### src/rtl/cmd_pkg.sv
// Shared types and opcode constants for the SPI command front-end.
package cmd_pkg;

  typedef enum logic [2:0] {
    IDLE,
    OPC,
    LEN,
    PAYLOAD,
    CHK,
    DISPATCH,
    DISCARD
  } state_t;

  localparam logic [7:0] CMD_NOP       = 8'd0;
  localparam logic [7:0] CMD_ENQUEUE   = 8'd1;
  localparam logic [7:0] CMD_SPRITE_WR = 8'd2;
  localparam logic [7:0] CMD_CLEAR     = 8'd3;

  localparam int DEF_PAYLOAD_BYTES = 6;

endpackage

### src/rtl/spi_cmd_dispatch_payload_packer.sv
// Payload byte-lane register with write counter.
module payload_packer #(
  parameter int BYTES = 6,
  parameter int CW    = 3
) (
  input  logic             clk,
  input  logic             rst,
  input  logic             clr,
  input  logic             wr,
  input  logic [CW-1:0]    idx,
  input  logic [7:0]       din,
  output logic [BYTES*8-1:0] data,
  output logic [CW-1:0]    cnt
);

  always_ff @(posedge clk) begin
    if (rst || clr) begin
      data <= '0;
      cnt  <= '0;
    end else if (wr) begin
      cnt <= cnt + CW'(1);
      for (int i = 0; i < BYTES; i++) begin
        if (idx == CW'(i))
          data[i*8 +: 8] <= din;
      end
    end
  end

endmodule

### src/rtl/spi_cmd_dispatch.sv
// SPI command frame decoder/dispatcher: opcode, length, payload -> channel.
// Optional trailing XOR checksum byte when CMD_CHECKSUM_EN is defined.
module spi_cmd_dispatch
  import cmd_pkg::*;
#(
  parameter int NUM_CMDS      = 4,
  parameter int PAYLOAD_BYTES = DEF_PAYLOAD_BYTES,
  parameter int CNT_W         = 8
) (
  input  logic                                 sys_clock,
  input  logic                                 rst,
  input  logic                                 frame_start,
  input  logic                                 frame_end,
  input  logic                                 byte_valid,
  input  logic [7:0]                           byte_data,
  output logic [NUM_CMDS-1:0]                  out_valid,
  input  logic [NUM_CMDS-1:0]                  out_ready,
  output logic [PAYLOAD_BYTES*8-1:0]           out_data,
  output logic [$clog2(PAYLOAD_BYTES+1)-1:0]   out_len,
  output logic [7:0]                           last_cmd,
  output logic                                 err_unknown,
  output logic                                 err_short,
`ifdef CMD_CHECKSUM_EN
  output logic                                 err_csum,
`endif
  output logic [CNT_W-1:0]                     drop_count,
  output logic                                 busy
);

  localparam int LEN_W = $clog2(PAYLOAD_BYTES+1);
  localparam int OPC_W = (NUM_CMDS > 1) ? $clog2(NUM_CMDS) : 1;
  localparam logic [7:0] NCMD8 = 8'(NUM_CMDS);
  localparam logic [7:0] PMAX8 = 8'(PAYLOAD_BYTES);
`ifdef CMD_CHECKSUM_EN
  localparam state_t DATA_DONE = CHK;
`else
  localparam state_t DATA_DONE = DISPATCH;
`endif

  state_t             state, nstate;
  logic [OPC_W-1:0]   opc_q;
  logic [LEN_W-1:0]   len_q;
  logic [LEN_W-1:0]   pk_cnt;
  logic               lat_opc, lat_len, pk_wr, pk_clr;
  logic               set_unk, set_short, drop_inc;
`ifdef CMD_CHECKSUM_EN
  logic               set_csum;
  logic [7:0]         csum_q;
`endif

  payload_packer #(
    .BYTES (PAYLOAD_BYTES),
    .CW    (LEN_W)
  ) u_packer (
    .clk  (sys_clock),
    .rst  (rst),
    .clr  (pk_clr),
    .wr   (pk_wr),
    .idx  (pk_cnt),
    .din  (byte_data),
    .data (out_data),
    .cnt  (pk_cnt)
  );

  always_comb begin
    nstate    = state;
    lat_opc   = 1'b0;
    lat_len   = 1'b0;
    pk_wr     = 1'b0;
    pk_clr    = 1'b0;
    set_unk   = 1'b0;
    set_short = 1'b0;
    drop_inc  = 1'b0;
`ifdef CMD_CHECKSUM_EN
    set_csum  = 1'b0;
`endif
    unique case (state)
      IDLE: begin
        if (frame_start) begin
          nstate = OPC;
          pk_clr = 1'b1;
        end
      end
      OPC: begin
        if (byte_valid) begin
          lat_opc = 1'b1;
          if (byte_data < NCMD8) begin
            nstate = LEN;
          end else begin
            set_unk  = 1'b1;
            drop_inc = 1'b1;
            nstate   = DISCARD;
          end
        end
      end
      LEN: begin
        if (byte_valid) begin
          if (byte_data > PMAX8) begin
            set_unk  = 1'b1;
            drop_inc = 1'b1;
            nstate   = DISCARD;
          end else begin
            lat_len = 1'b1;
            nstate  = (byte_data == 8'd0) ? DATA_DONE : PAYLOAD;
          end
        end
      end
      PAYLOAD: begin
        if (byte_valid) begin
          pk_wr = 1'b1;
          if (pk_cnt == len_q - LEN_W'(1))
            nstate = DATA_DONE;
        end
      end
`ifdef CMD_CHECKSUM_EN
      CHK: begin
        if (byte_valid) begin
          if (byte_data == csum_q) begin
            nstate = DISPATCH;
          end else begin
            set_csum = 1'b1;
            drop_inc = 1'b1;
            nstate   = IDLE;
          end
        end
      end
`endif
      DISPATCH: begin
        if (byte_valid)
          drop_inc = 1'b1;
        if (out_ready[opc_q])
          nstate = IDLE;
      end
      DISCARD: ;
      default: nstate = IDLE;
    endcase

    // frame_end judged against the state after this cycle's byte
    if (frame_end && state != IDLE) begin
      if (nstate inside {OPC, LEN, PAYLOAD, CHK}) begin
        set_short = 1'b1;
        drop_inc  = 1'b1;
        nstate    = IDLE;
      end else if (nstate == DISCARD) begin
        nstate = IDLE;
      end
    end

    if (frame_start && state != IDLE && state != DISPATCH) begin
      nstate    = OPC;
      pk_clr    = 1'b1;
      pk_wr     = 1'b0;
      lat_opc   = 1'b0;
      lat_len   = 1'b0;
      set_unk   = 1'b0;
      set_short = 1'b1;
      drop_inc  = 1'b1;
`ifdef CMD_CHECKSUM_EN
      set_csum  = 1'b0;
`endif
    end
  end

  always_ff @(posedge sys_clock) begin
    if (rst) begin
      state       <= IDLE;
      opc_q       <= '0;
      len_q       <= '0;
      last_cmd    <= '0;
      err_unknown <= 1'b0;
      err_short   <= 1'b0;
      drop_count  <= '0;
    end else begin
      state <= nstate;
      if (lat_opc) begin
        last_cmd <= byte_data;
        opc_q    <= byte_data[OPC_W-1:0];
      end
      if (lat_len)
        len_q <= byte_data[LEN_W-1:0];
      if (set_unk)
        err_unknown <= 1'b1;
      if (set_short)
        err_short <= 1'b1;
      if (drop_inc && drop_count != '1)
        drop_count <= drop_count + CNT_W'(1);
    end
  end

`ifdef CMD_CHECKSUM_EN
  always_ff @(posedge sys_clock) begin
    if (rst) begin
      csum_q   <= '0;
      err_csum <= 1'b0;
    end else begin
      if (pk_clr)
        csum_q <= '0;
      else if (lat_opc || lat_len || pk_wr)
        csum_q <= csum_q ^ byte_data;
      if (set_csum)
        err_csum <= 1'b1;
    end
  end
`endif

  assign out_valid = (state == DISPATCH) ? (NUM_CMDS'(1) << opc_q) : '0;
  assign out_len   = len_q;
  assign busy      = (state != IDLE);

endmodule

### config.mk
export PLATFORM = sky130hd
export DESIGN_NAME = spi_cmd_dispatch
export DESIGN_NICKNAME = d
export VERILOG_FILES = /design/src/rtl/cmd_pkg.sv /design/src/rtl/spi_cmd_dispatch_payload_packer.sv /design/src/rtl/spi_cmd_dispatch.sv
export SDC_FILE = /design/constraint.sdc
export NUM_CORES = 1
export LEC_CHECK = 0
export ABC_CLOCK_PERIOD_IN_PS = 6300
export BUFFER_PORTS_ARGS = -buffer_cell sky130_fd_sc_hd__buf_4
export CAP_MARGIN = 20
export CORE_MARGIN = 2
export CORE_UTILIZATION = 50
export DETAILED_ROUTE_END_ITERATION = 16
export PLACE_DENSITY = 0.84
export SYNTH_ARGS = -nofsm -noshare
export SYNTH_HDL_FRONTEND = slang
export SYNTH_SLANG_ARGS = --single-unit
export TNS_END_PERCENT = 5
### constraint.sdc
create_clock -name sys_clock -period 6.3 [get_ports sys_clock]
set_input_delay 1.26 -clock sys_clock [delete_from_list [all_inputs] [get_ports sys_clock]]
set_output_delay 1.26 -clock sys_clock [all_outputs]
set_load 0.005 [all_outputs]
Yosys cells after proc, flatten, opt, wreduce, memory -nomap -nowiden
Index checks and enable logic that the tools add are counted.
- bits in registers: 77
- bits in latches: 0
- RAM bits: 0
- memory bits (read-only): 0
- bits of input ports: 17
- output and inout port bits: 74
- word-level logic and storage cells: 99
- memories: 0
- add/sub/neg operators: 3
- multipliers: 0
- divide/modulo/power cells: 0
- $lt $le $gt $ge: 3
- eq/ne operators: 18
- shifts and indexed selects: 1
- mux-type cells: 42
- bitwise logic cells: 0
- reductions and logical operators: 17
- operators with widths (kind ; count):
    $mux 3 ; 12
    $mux 1 ; 25
    $eq 3x2->1 const B ; 6
    $eq 3x3->1 const B ; 6
    $pmux 3 s6 ; 1
    $reduce_and 2->1 ; 6
    $eq 3x1->1 const B ; 3
    $add 8x1->8 const B ; 1
    $gt 8x3->1 const B ; 1
    $logic_not 8->1 ; 1
    $lt 8x3->1 const B ; 1
    $ne 8x8->1 const B ; 1
    $logic_not 3->1 ; 2
    $logic_and 1x1->1 ; 4
    $mux 4 ; 1
    $reduce_bool 4->1 ; 1
    $shl 1x2->4 const A ; 1
    $add 3x1->3 const B ; 1
    $eq 3x3->1 ; 1
    $lt 2x3->1 const B ; 1
    $ne 3x3->1 const B ; 1
    $pmux 1 s3 ; 1
    $reduce_bool 3->1 ; 1
    $sub 3x1->3 const B ; 1
    other kinds (4) ; 4

Longest topological paths before layout
Gate-level depths: netlist of the first run.
- depth in word-level cells: 11
- mapped depth: 9
- depth with buffers taken out: 9

Modules after synthesis
A second synthesis of the first run with hierarchy kept.
- cells, all modules: 365
- area, all modules: 3767.4 sq um
- modules (own cells, without submodules) (module ; times used ; cells each ; area an instance (sq um) ; seq. area each (sq um)):
    payload_packer ; 1 ; 197 ; 2272.2 ; 1021.0
    spi_cmd_dispatch ; 1 ; 168 ; 1495.2 ; 480.5

Worst setup path before layout of the first run
No wires, ideal clock.
- path type: in2reg
- start: input port byte_data[5]
- end: register drop_count[5]
- setup time: 0.123 ns
- arrival: 3.183 ns
- data required time: 6.177 ns
- path slack: 2.994 ns
- stages on the path: 7
- path buffers: 1
- path through: buf_2 nor4_4 a31oi_2 or4_4 o21ai_4 and4_1 mux2_1
- cells in the longest elaborated chain, start to end: 11
- elaborated cells on any way between the ends: 23
- those cells by class: 2 x order compare; 4 x eq/ne; 14 x mux; 3 x reduce/logical
- ends and longest elaborated chain (element ; line ; source):
    start, declared ; spi_cmd_dispatch.sv:15 ; input logic [7:0] byte_data,
    branches (longest 8 deep; another with $gt 8x3->1) ; n/a ;
    $mux 1 * ; spi_cmd_dispatch.sv:139 ; if (frame_end && state != IDLE) begin
    $mux 1 * ; spi_cmd_dispatch.sv:149 ; if (frame_start && state != IDLE && state != DISPATCH) begin
    $logic_and 1x1->1 * ; spi_cmd_dispatch.sv:185 ; if (drop_inc && drop_count != '1)
    end signal, assigned ; spi_cmd_dispatch.sv:186 ; drop_count <= drop_count + CNT_W'(1);
    end, declared ; spi_cmd_dispatch.sv:26 ; output logic [CNT_W-1:0] drop_count,
Every way passes the cells marked *.
A chain may end at the register's enable or synchronous reset.

Worst setup path in the final report of the first run
- start: input port byte_data[4]
- end: register drop_count[0]
The elaborated chain is that of the path after synthesis.

==> flow_summary.yaml, run 1 <==
critical_path:
  slowest_delay_ns: 0.59
  path_class: "input port to register"
  critPathTopFamily: "simple AND/OR/NAND/NOR gates"
  crit_required_ns: 6.54
  crit_fanout: 8
  path_buf_inv: 1
  end_kind: "register"
  path_cells: "buf_4 -> nor4_4 -> a31oi_2 -> or4_4 -> o21ai_4 -> and2_2 -> mux2_1"
  worst_ep_arrival_time_ns: 3.37
  cp_slowest_cell: "or4_4"
  ff2ff_setup_slack_ns: 3.64
  worstSetupStartpointType: "input port"
sta:
  post-route-min-period_ns: 3.14
  rsz0062_at_grt: "no"
  tightest_slew_ns: 0.825
  fin_crit_sh: 0.498
  maxSlewViolCount: 0
  tns_ns: 0
  finalSetupViolCount: 0
  hold_slack_ns: 0.457
  fin_skew_ns: 0.00905
  max-slew-margin-rel: 0.447
  hold_violations: 0
  timing.fmax_ghz: 0.319
drt:
  vias: 3000
  via_per_inst: 5.58
  antenna_left: 0
  wl_mm: 8.05
  drtIter0Drc: 143
  drc: 0
  first_pass_iters: 5
  wl_per_cell_um: 15.0
grt:
  grt_overflow: 0
  first_global_vias: 2707
  grt_first_pass_wirelength_mm: 13.3
  grtUsageTotal: 0.229
  grt_max_degree: 52
  antenna_found_initial: 0
finish:
  syn_to_final_growth_pct: 26.6
  final_common_cell: "buf_4"
  drive_gt1_frac: 0.249
  final_nets: 480
  diodes: 0
  fillers: 536
  instances_no_fill: 538
  mostFrequentLayoutCells: "buf_4 (92), dfxtp_1 (75), nor2_1 (52), nand2_1 (38), a21oi_1 (35)"
  finalInstanceArea_um2: 4190
synthesis:
  synth_top_area_frac: 0.454
  synth_area_um2: 3310
  yosysSeqAreaShare: 0.454
  syn_area_per_cell_um2: 8.73
  synth.area.top_cells: "dfxtp_1 (45%), mux2i_1 (9.1%), nor2_1 (5.9%)"
  yosysTopAreaCell: "dfxtp_1"
  synthCells: 379
  ys_types: 47
  yosysWarnings: 0
  ys_ff_latch: 75
  synth_edf_count: 0
  async_flop_share: 0
  yosys_most_used_dff: "dfxtp_1"
  syn_nets: 403
clocking:
  post-cts-setup-buffer-count: 0
  clock_sinks: 75
  cts_made_buffers: 9
  holdBufCountCts: 0
  clk_path_buf_depth: 2
  cts_max_level: 3
  root_buffer: "clkbuf_8"
  cts_resized: 0
  cts_tree: "yes"
  clk-insertion-delay-late_ns: 0.35
  clkTransAtPathRegs_ns: 0.09
floorplanning:
  fp.dieArea_um2: 7290
  die_x_um: 85.4
  rows: 29
  ioPinCount: 91
  initial_core_util: 0.518
  die_h_um: 85.4
  placeableCoreArea_um2: 6390
place:
  dp.cells: 522
  post_dp_cell_area_um2: 3980
  port_buffers: 90
  hpwl_mm: 5.63
  place.gp.congestion: 0.880
min_path:
  hold_class: "register to register"
run:
  maxCapViolCount: 0
power_and_ir_drop:
  powerDensity_nw_per_um2: 273
  leakage_nw: 1.86
  ir_worst_vdd_mv: 0.172
outcome:
  status: "finished, final reports clean"
[state kept, by name, indices dropped and copies added, names as in the netlist]
register	count
drop_count	8
err_short	1
u_packer.data	48
u_packer.cnt	3
out_len	3
state	3
last_cmd	8
err_unknown	1
[cell families after synthesis]
family | count (synthesis) | share of synthesized area
flops | 75 | 0.454
compound gates | 53 | 0.0968
buf+inv | 35 | 0.0442
simple gates | 167 | 0.248
mux | 36 | 0.115
xor+xnor | 6 | 0.0159
fa+ha+maj | 7 | 0.0265
[where the power goes]
| group | total, mW | switching [mW] | internal [mW] |
|---|---|---|---|
| sequential | 0.527 | 0.0319 | 0.495 |
| combinational | 0.229 | 0.119 | 0.110 |
| clock | 0.387 | 0.197 | 0.190 |
[cells in the mapped netlist, types with 2 or more instances]
cell,count
and4_1,2
nand3b_1,4
nand3_1,32
nor2b_1,7
dfxtp_1,75
ha_1,7
inv_1,9
a21o_1,2
nand4_1,2
clkbuf_1,18
nor3_1,5
xnor2_1,4
a211oi_1,2
and2_1,2
xor2_1,2
a21oi_1,35
mux2i_1,30
nand2_1,38
nor2_1,52
buf_2,5
and3_1,7
nor3b_1,3
o21ai_0,5
nand2b_1,4
mux2_1,5
[final timing paths]
check                            startpoint                        endpoint  depth (start not counted)
max                            byte_data[4]      drop_count[0]$_SDFFE_PP0P_                          7
min          u_packer.data[12]$_SDFFE_PP0P_  u_packer.data[12]$_SDFFE_PP0P_                          2
max reg2reg         out_len[0]$_SDFFE_PP0P_      drop_count[0]$_SDFFE_PP0P_                          9
min reg2reg  u_packer.data[12]$_SDFFE_PP0P_  u_packer.data[12]$_SDFFE_PP0P_                          2
[stage by stage]
stage	worst slack, ns	utilization	power [mW]
6_report	3.16	0.656	1.14
5_1_grt	3.03	0.656	1.20
4_1_cts	3.19	0.656	1.15
3_5_place_dp	2.81	0.624	0.765
3_3_place_gp	2.88	0.624	0.757
2_1_floorplan	2.99	-	0.697
[routing by layer]
layer  vias up  wire [µm]  GRT usage
met4         0        138     0.0794
li1       1454          -          -
met3        13        560     0.0603
met5         -          0          0
met1      1431       3560      0.304
met2       102       3790      0.360
[worst register-to-register path, cell delays in order, from the launching register on]
cell and delay, ns:
dfxtp_1 0.41, inv_1 0.06, ha_1 0.20, xnor2_1 0.20, xnor2_1 0.17, o32ai_1 0.14, or4_4 0.56, o21ai_4 0.25
and2_2 0.23, mux2_1 0.33
[layout make-up]
type                       count  area (µm²)  share of cell area
multi-input combinational    269        1660               0.397
sequential                    75        1500               0.358
timing repair buffer          92         691               0.165
clock buffer                   9         124              0.0296
tap                           77        96.3              0.0230
clock inverter                 7        82.6              0.0197
inverter                       9        33.8             0.00806
(Power assumes the default switching activity.)
==> run 2: changes to the inputs <==
--- a/config.mk
+++ b/config.mk
@@ -5,7 +5,7 @@
 export SDC_FILE = /design/constraint.sdc
 export NUM_CORES = 1
 export LEC_CHECK = 0
-export ABC_CLOCK_PERIOD_IN_PS = 6300
+export ABC_CLOCK_PERIOD_IN_PS = 3300
 export BUFFER_PORTS_ARGS = -buffer_cell sky130_fd_sc_hd__buf_4
 export CAP_MARGIN = 20
 export CORE_MARGIN = 2
==> constraint.sdc (replaced) <==
create_clock -name sys_clock -period 3.3 [get_ports sys_clock]
set_input_delay 0.66 -clock sys_clock [delete_from_list [all_inputs] [get_ports sys_clock]]
set_output_delay 0.66 -clock sys_clock [all_outputs]
set_load 0.005 [all_outputs]
==> run 2 against run 1 <==
Compared with the run above: via count decreased by 0.90%; clock skew increased by 0.0027 ns; worst setup slack got worse by 2.5 ns; clock power increased by 68%; combinational power increased by 91%; critical endpoint unchanged; highest routed layer unchanged.
==> flow_summary.yaml, run 2 (same netlist as run 1, synthesis figures left out) <==
grt:
  first_global_vias: 2769
  grt_overflow: 0
  grtUsageTotal: 0.226
  grt_first_pass_wirelength_mm: 13.2
  grt_max_degree: 52
  antenna_found_initial: 0
finish:
  diodes: 0
  top_regs: "u_packer.data: 48 flops, drop_count: 8 flops, last_cmd: 8 flops"
  finalInstanceArea_um2: 4170
  final_common_cell: "buf_4"
  fillers: 524
  regMostFlops: "u_packer.data"
  syn_to_final_growth_pct: 25.9
  mostFrequentLayoutCells: "buf_4 (92), dfxtp_1 (75), nor2_1 (52), nand2_1 (38), a21oi_1 (35)"
  drive_gt1_frac: 0.249
  layout.area.seq_um2: 1500
  final_nets: 480
  largest_reg_flops: 48
  multi_input_area_um2: 1660
place:
  place.gp.congestion: 0.880
  hpwl_mm: 5.59
  dp_slack_ns: 0.418
  post_dp_cell_area_um2: 3980
  port_buffers: 90
drt:
  wl_per_cell_um: 15.0
  first_pass_iters: 4
  drc: 0
  drtIter0Drc: 187
  via_per_inst: 5.53
  antenna_left: 0
  wl_mm: 8.06
  vias: 2973
critical_path:
  crit_required_ns: 3.54
  timing.rr.end: "drop_count[0]$_SDFFE_PP0P_"
  crit_fanout: 8
  r2r_cells: 9
  r2r_start: "out_len[0]$_SDFFE_PP0P_"
  end_kind: "register"
  ff2ff_setup_slack_ns: 0.64
  worst_ep_arrival_time_ns: 2.89
  path_class: "register to register"
  worstSetupStartpointType: "register"
power_and_ir_drop:
  powerDensity_nw_per_um2: 502
  ir_worst_vdd_mv: 0.330
  p_int_mw: 1.44
  swShare: 0.313
  pwr-share-comb: 0.209
  pwr-share-seq: 0.480
  pwr-share-clk: 0.311
  p_switching_uw: 656
  leakage_nw: 1.84
clocking:
  cts_max_level: 3
  post-cts-setup-buffer-count: 0
  cts_tree: "yes"
  clk_path_buf_depth: 2
  clock_sinks: 75
  clkTransAtPathRegs_ns: 0.09
  clk-insertion-delay-late_ns: 0.35
  holdBufCountCts: 0
  cts_made_buffers: 9
  cts_resized: 0
  root_buffer: "clkbuf_8"
sta:
  post-route-min-period_ns: 2.66
  fin_skew_ns: 0.0117
  maxSlewViolCount: 0
  hold_violations: 0
  tightest_slew_ns: 0.804
  fin_crit_sh: 0.805
  max-slew-margin-rel: 0.461
  finalSetupViolCount: 0
  timing.fmax_ghz: 0.376
  rsz0062_at_grt: "no"
  layout_setup_ws_ns: 0.642
  tns_ns: 0
floorplanning:
  ioPinCount: 91
  fp.dieArea_um2: 7290
  die_x_um: 85.4
  die_h_um: 85.4
  rows: 29
  placeableCoreArea_um2: 6390
  initial_core_util: 0.518
min_path:
  min_path_cells: 2
  min_to: "u_packer.data[12]$_SDFFE_PP0P_"
  hp-start: "u_packer.data[12]$_SDFFE_PP0P_"
  hold_class: "register to register"
outcome:
  status: "finished, final reports clean"
run:
  maxCapViolCount: 0
[run 2: metrics by stage]
| step | instances | hold WS [ns] | util | total power [mW] |
|---|---|---|---|---|
| after floorplan | 379 | 0.453 | - | 1.33 |
| after detailed placement | 522 | 0.448 | 0.624 | 1.46 |
| after global routing | 538 | 0.478 | 0.653 | 2.19 |
| final | 538 | 0.457 | 0.653 | 2.09 |
| after global placement | 522 | 0.448 | 0.624 | 1.45 |
| after CTS | 538 | 0.460 | 0.653 | 2.10 |
[run 2: critical path, stage by stage (launching register included)]
cell and delay [ns]:
dfxtp_1 0.41, inv_1 0.06, ha_1 0.20, xnor2_1 0.20
xnor2_1 0.17, o32ai_1 0.14, or4_4 0.56, o21ai_4 0.25
and2_2 0.23, mux2_1 0.33
[run 2: final cells by class]
type                       count  share of cell area
multi-input combinational    269               0.399
timing repair buffer          92               0.166
tap                           77              0.0231
sequential                    75               0.360
inverter                       9             0.00811
clock inverter                 7              0.0144
clock buffer                   9              0.0297
[run 2: power groups by stage]
stage	clock, mW	sequential (mW)	combinational, mW
2_1_floorplan	0	0.997	0.334
3_3_place_gp	0	1.02	0.423
3_5_place_dp	0	1.03	0.436
4_1_cts	0.660	1.00	0.437
5_1_grt	0.698	1.01	0.484
6_report	0.650	1.01	0.438
[run 2: worst max-delay path by stage]
stage	from	to	slack, ns	cells after the start
after floorplan	byte_data[5]	drop_count[5]$_SDFFE_PP0P_	0.59	7
after global placement	byte_data[4]	drop_count[5]$_SDFFE_PP0P_	0.48	7
after detailed placement	byte_data[4]	drop_count[0]$_SDFFE_PP0P_	0.42	7
after CTS	out_len[0]$_SDFFE_PP0P_	drop_count[0]$_SDFFE_PP0P_	0.66	9
after global routing	out_len[0]$_SDFFE_PP0P_	drop_count[0]$_SDFFE_PP0P_	0.43	9
final	out_len[0]$_SDFFE_PP0P_	drop_count[0]$_SDFFE_PP0P_	0.64	9
[run 2: per-layer routing]
layer,track usage,up-vias,routed length [µm]
met5,0,-,0
met4,0.0924,0,152
met3,0.0428,13,434
met2,0.360,83,3860
met1,0.302,1420,3620
li1,-,1457,-
==> run 3: changes to the inputs <==
--- a/config.mk
+++ b/config.mk
@@ -5,7 +5,7 @@
 export SDC_FILE = /design/constraint.sdc
 export NUM_CORES = 1
 export LEC_CHECK = 0
-export ABC_CLOCK_PERIOD_IN_PS = 3300
+export ABC_CLOCK_PERIOD_IN_PS = 2500
 export BUFFER_PORTS_ARGS = -buffer_cell sky130_fd_sc_hd__buf_4
 export CAP_MARGIN = 20
 export CORE_MARGIN = 2
==> constraint.sdc (replaced) <==
create_clock -name sys_clock -period 2.5 [get_ports sys_clock]
set_input_delay 0.5 -clock sys_clock [delete_from_list [all_inputs] [get_ports sys_clock]]
set_output_delay 0.5 -clock sys_clock [all_outputs]
set_load 0.005 [all_outputs]
==> run 3 against run 2 <==
Compared with the run above: maximum frequency is 11% higher; combinational power rose by 61%; largest power group unchanged; routed wire length increased by 6.1%; global-route usage rose by 1.0 points; via count rose by 2.8%; clock power rose by 33%; count of clock-buffer cells in the layout unchanged; critical path depth unchanged.
==> flow_summary.yaml, run 3 (same netlist as run 1, synthesis figures left out) <==
finish:
  regMostFlops: "u_packer.data"
  final_common_cell: "buf_4"
  finalInstanceArea_um2: 4360
  top_regs: "u_packer.data: 48 flops, drop_count: 8 flops, last_cmd: 8 flops"
  final_nets: 503
  instances_no_fill: 561
  diodes: 0
  final_core_util: 0.682
  syn_to_final_growth_pct: 31.6
  mostFrequentLayoutCells: "buf_4 (115), dfxtp_1 (73), nor2_1 (52), nand2_1 (38), a21oi_1 (35)"
  largest_reg_flops: 48
  drive_gt1_frac: 0.293
critical_path:
  end_kind: "register"
  ff2ff_setup_slack_ns: 0.11
  crit_required_ns: 2.75
  crit_fanout: 7
  r2r_cells: 9
  path_class: "register to register"
  worstSetupStartpointType: "register"
  worst_ep_arrival_time_ns: 2.64
clocking:
  cts_made_buffers: 9
  root_buffer: "clkbuf_8"
  cts_tree: "yes"
  clock_sinks: 75
  cts_max_level: 3
  clk_path_buf_depth: 2
  clk-insertion-delay-late_ns: 0.36
  holdBufCountCts: 0
  clkTransAtPathRegs_ns: 0.08
drt:
  vias: 3055
  wl_mm: 8.55
  drc: 0
  antenna_left: 0
  wl_per_cell_um: 15.2
  first_pass_iters: 4
  via_per_inst: 5.45
  drtIter0Drc: 136
place:
  dp.cells: 544
  dp_slack_ns: -0.140
  place.gp.congestion: 0.808
  hpwl_mm: 5.89
  post_dp_cell_area_um2: 4150
  port_buffers: 90
outcome:
  status: "finished, final reports clean"
grt:
  grt_overflow: 0
  grt_max_degree: 52
  antenna_found_initial: 0
  grt_first_pass_wirelength_mm: 13.7
  grtUsageTotal: 0.237
  first_global_vias: 2874
power_and_ir_drop:
  ir_worst_vdd_mv: 0.370
  power_mw: 2.90
  powerDensity_nw_per_um2: 665
  leakage_nw: 1.97
sta:
  timing.fmax_ghz: 0.419
  fin_crit_sh: 0.956
  fin_skew_ns: 0.0139
  maxSlewViolCount: 0
  rsz0062_at_grt: "no"
  tightest_slew_ns: 0.529
  tns_ns: 0
  post-route-min-period_ns: 2.39
  layout_setup_ws_ns: 0.111
  hold_slack_ns: 0.425
  max-slew-margin-rel: 0.646
  hold_violations: 0
  finalSetupViolCount: 0
floorplanning:
  die_x_um: 85.4
  initial_core_util: 0.518
  placeableCoreArea_um2: 6390
  fp.dieArea_um2: 7290
  die_h_um: 85.4
  ioPinCount: 91
  rows: 29
min_path:
  hold_class: "input port to register"
  min_path_cells: 3
run:
  maxCapViolCount: 0
==> run 3: cell types whose count changed in the layout (fill, tap and decap cells not counted), sizes merged <==
cell,delta
clkinv,+2
buf,+23
clkinvlp,-2
==> run 3: area by class of cell <==
| class | instances | area, µm² |
|---|---|---|
| clock buffers | 9 | 124 |
| clock inverters | 7 | 58.8 |
| fillers | 499 | 2030 |
| inverters | 9 | 33.8 |
| multi-input cells | 269 | 1680 |
| flip-flops and latches | 75 | 1500 |
| well taps | 77 | 96.3 |
| repair buffers | 115 | 863 |
==> run 3: final timing paths <==
path | start | end
worst min register to register | u_packer.data[12]$_SDFFE_PP0P_ | u_packer.data[12]$_SDFFE_PP0P_
worst min-delay path | byte_data[1] | last_cmd[1]$_SDFFE_PP0P_
worst max register to register | out_len[1]$_SDFFE_PP0P_ | drop_count[5]$_SDFFE_PP0P_
worst max-delay path | out_len[1]$_SDFFE_PP0P_ | drop_count[5]$_SDFFE_PP0P_
==> run 3: critical path, cell delays in order (launching register included) <==
cell,delay [ns]
dfxtp_2,0.36
inv_1,0.05
ha_1,0.20
xnor2_2,0.19
xnor2_2,0.14
o32ai_1,0.12
or4_4,0.46
o21ai_4,0.22
and4_1,0.24
mux2_1,0.32
==> run 3: where the power goes <==
part	internal [mW]	switching (mW)	total, mW
logic	0.364	0.339	0.703
clock network	0.375	0.492	0.866
registers	1.25	0.0803	1.33
total	1.99	0.911	2.90
==> run 3: timing repair <==
action                                  4_1_cts  5_1_grt
gates resized for setup                       2        2
endpoints found under the setup margin        1        2
setup buffers                                 1        0
cloned                                        0        0
pin swaps                                     4        2
==> run 3: per-layer routing <==
metal / up-vias / wire length [µm] / GRT usage
li1: 1501 / - / -
met1: 1444 / 3600 / 0.297
met2: 90 / 4080 / 0.379
met3: 20 / 647 / 0.0642
met4: 0 / 233 / 0.108
met5: - / 0 / 0
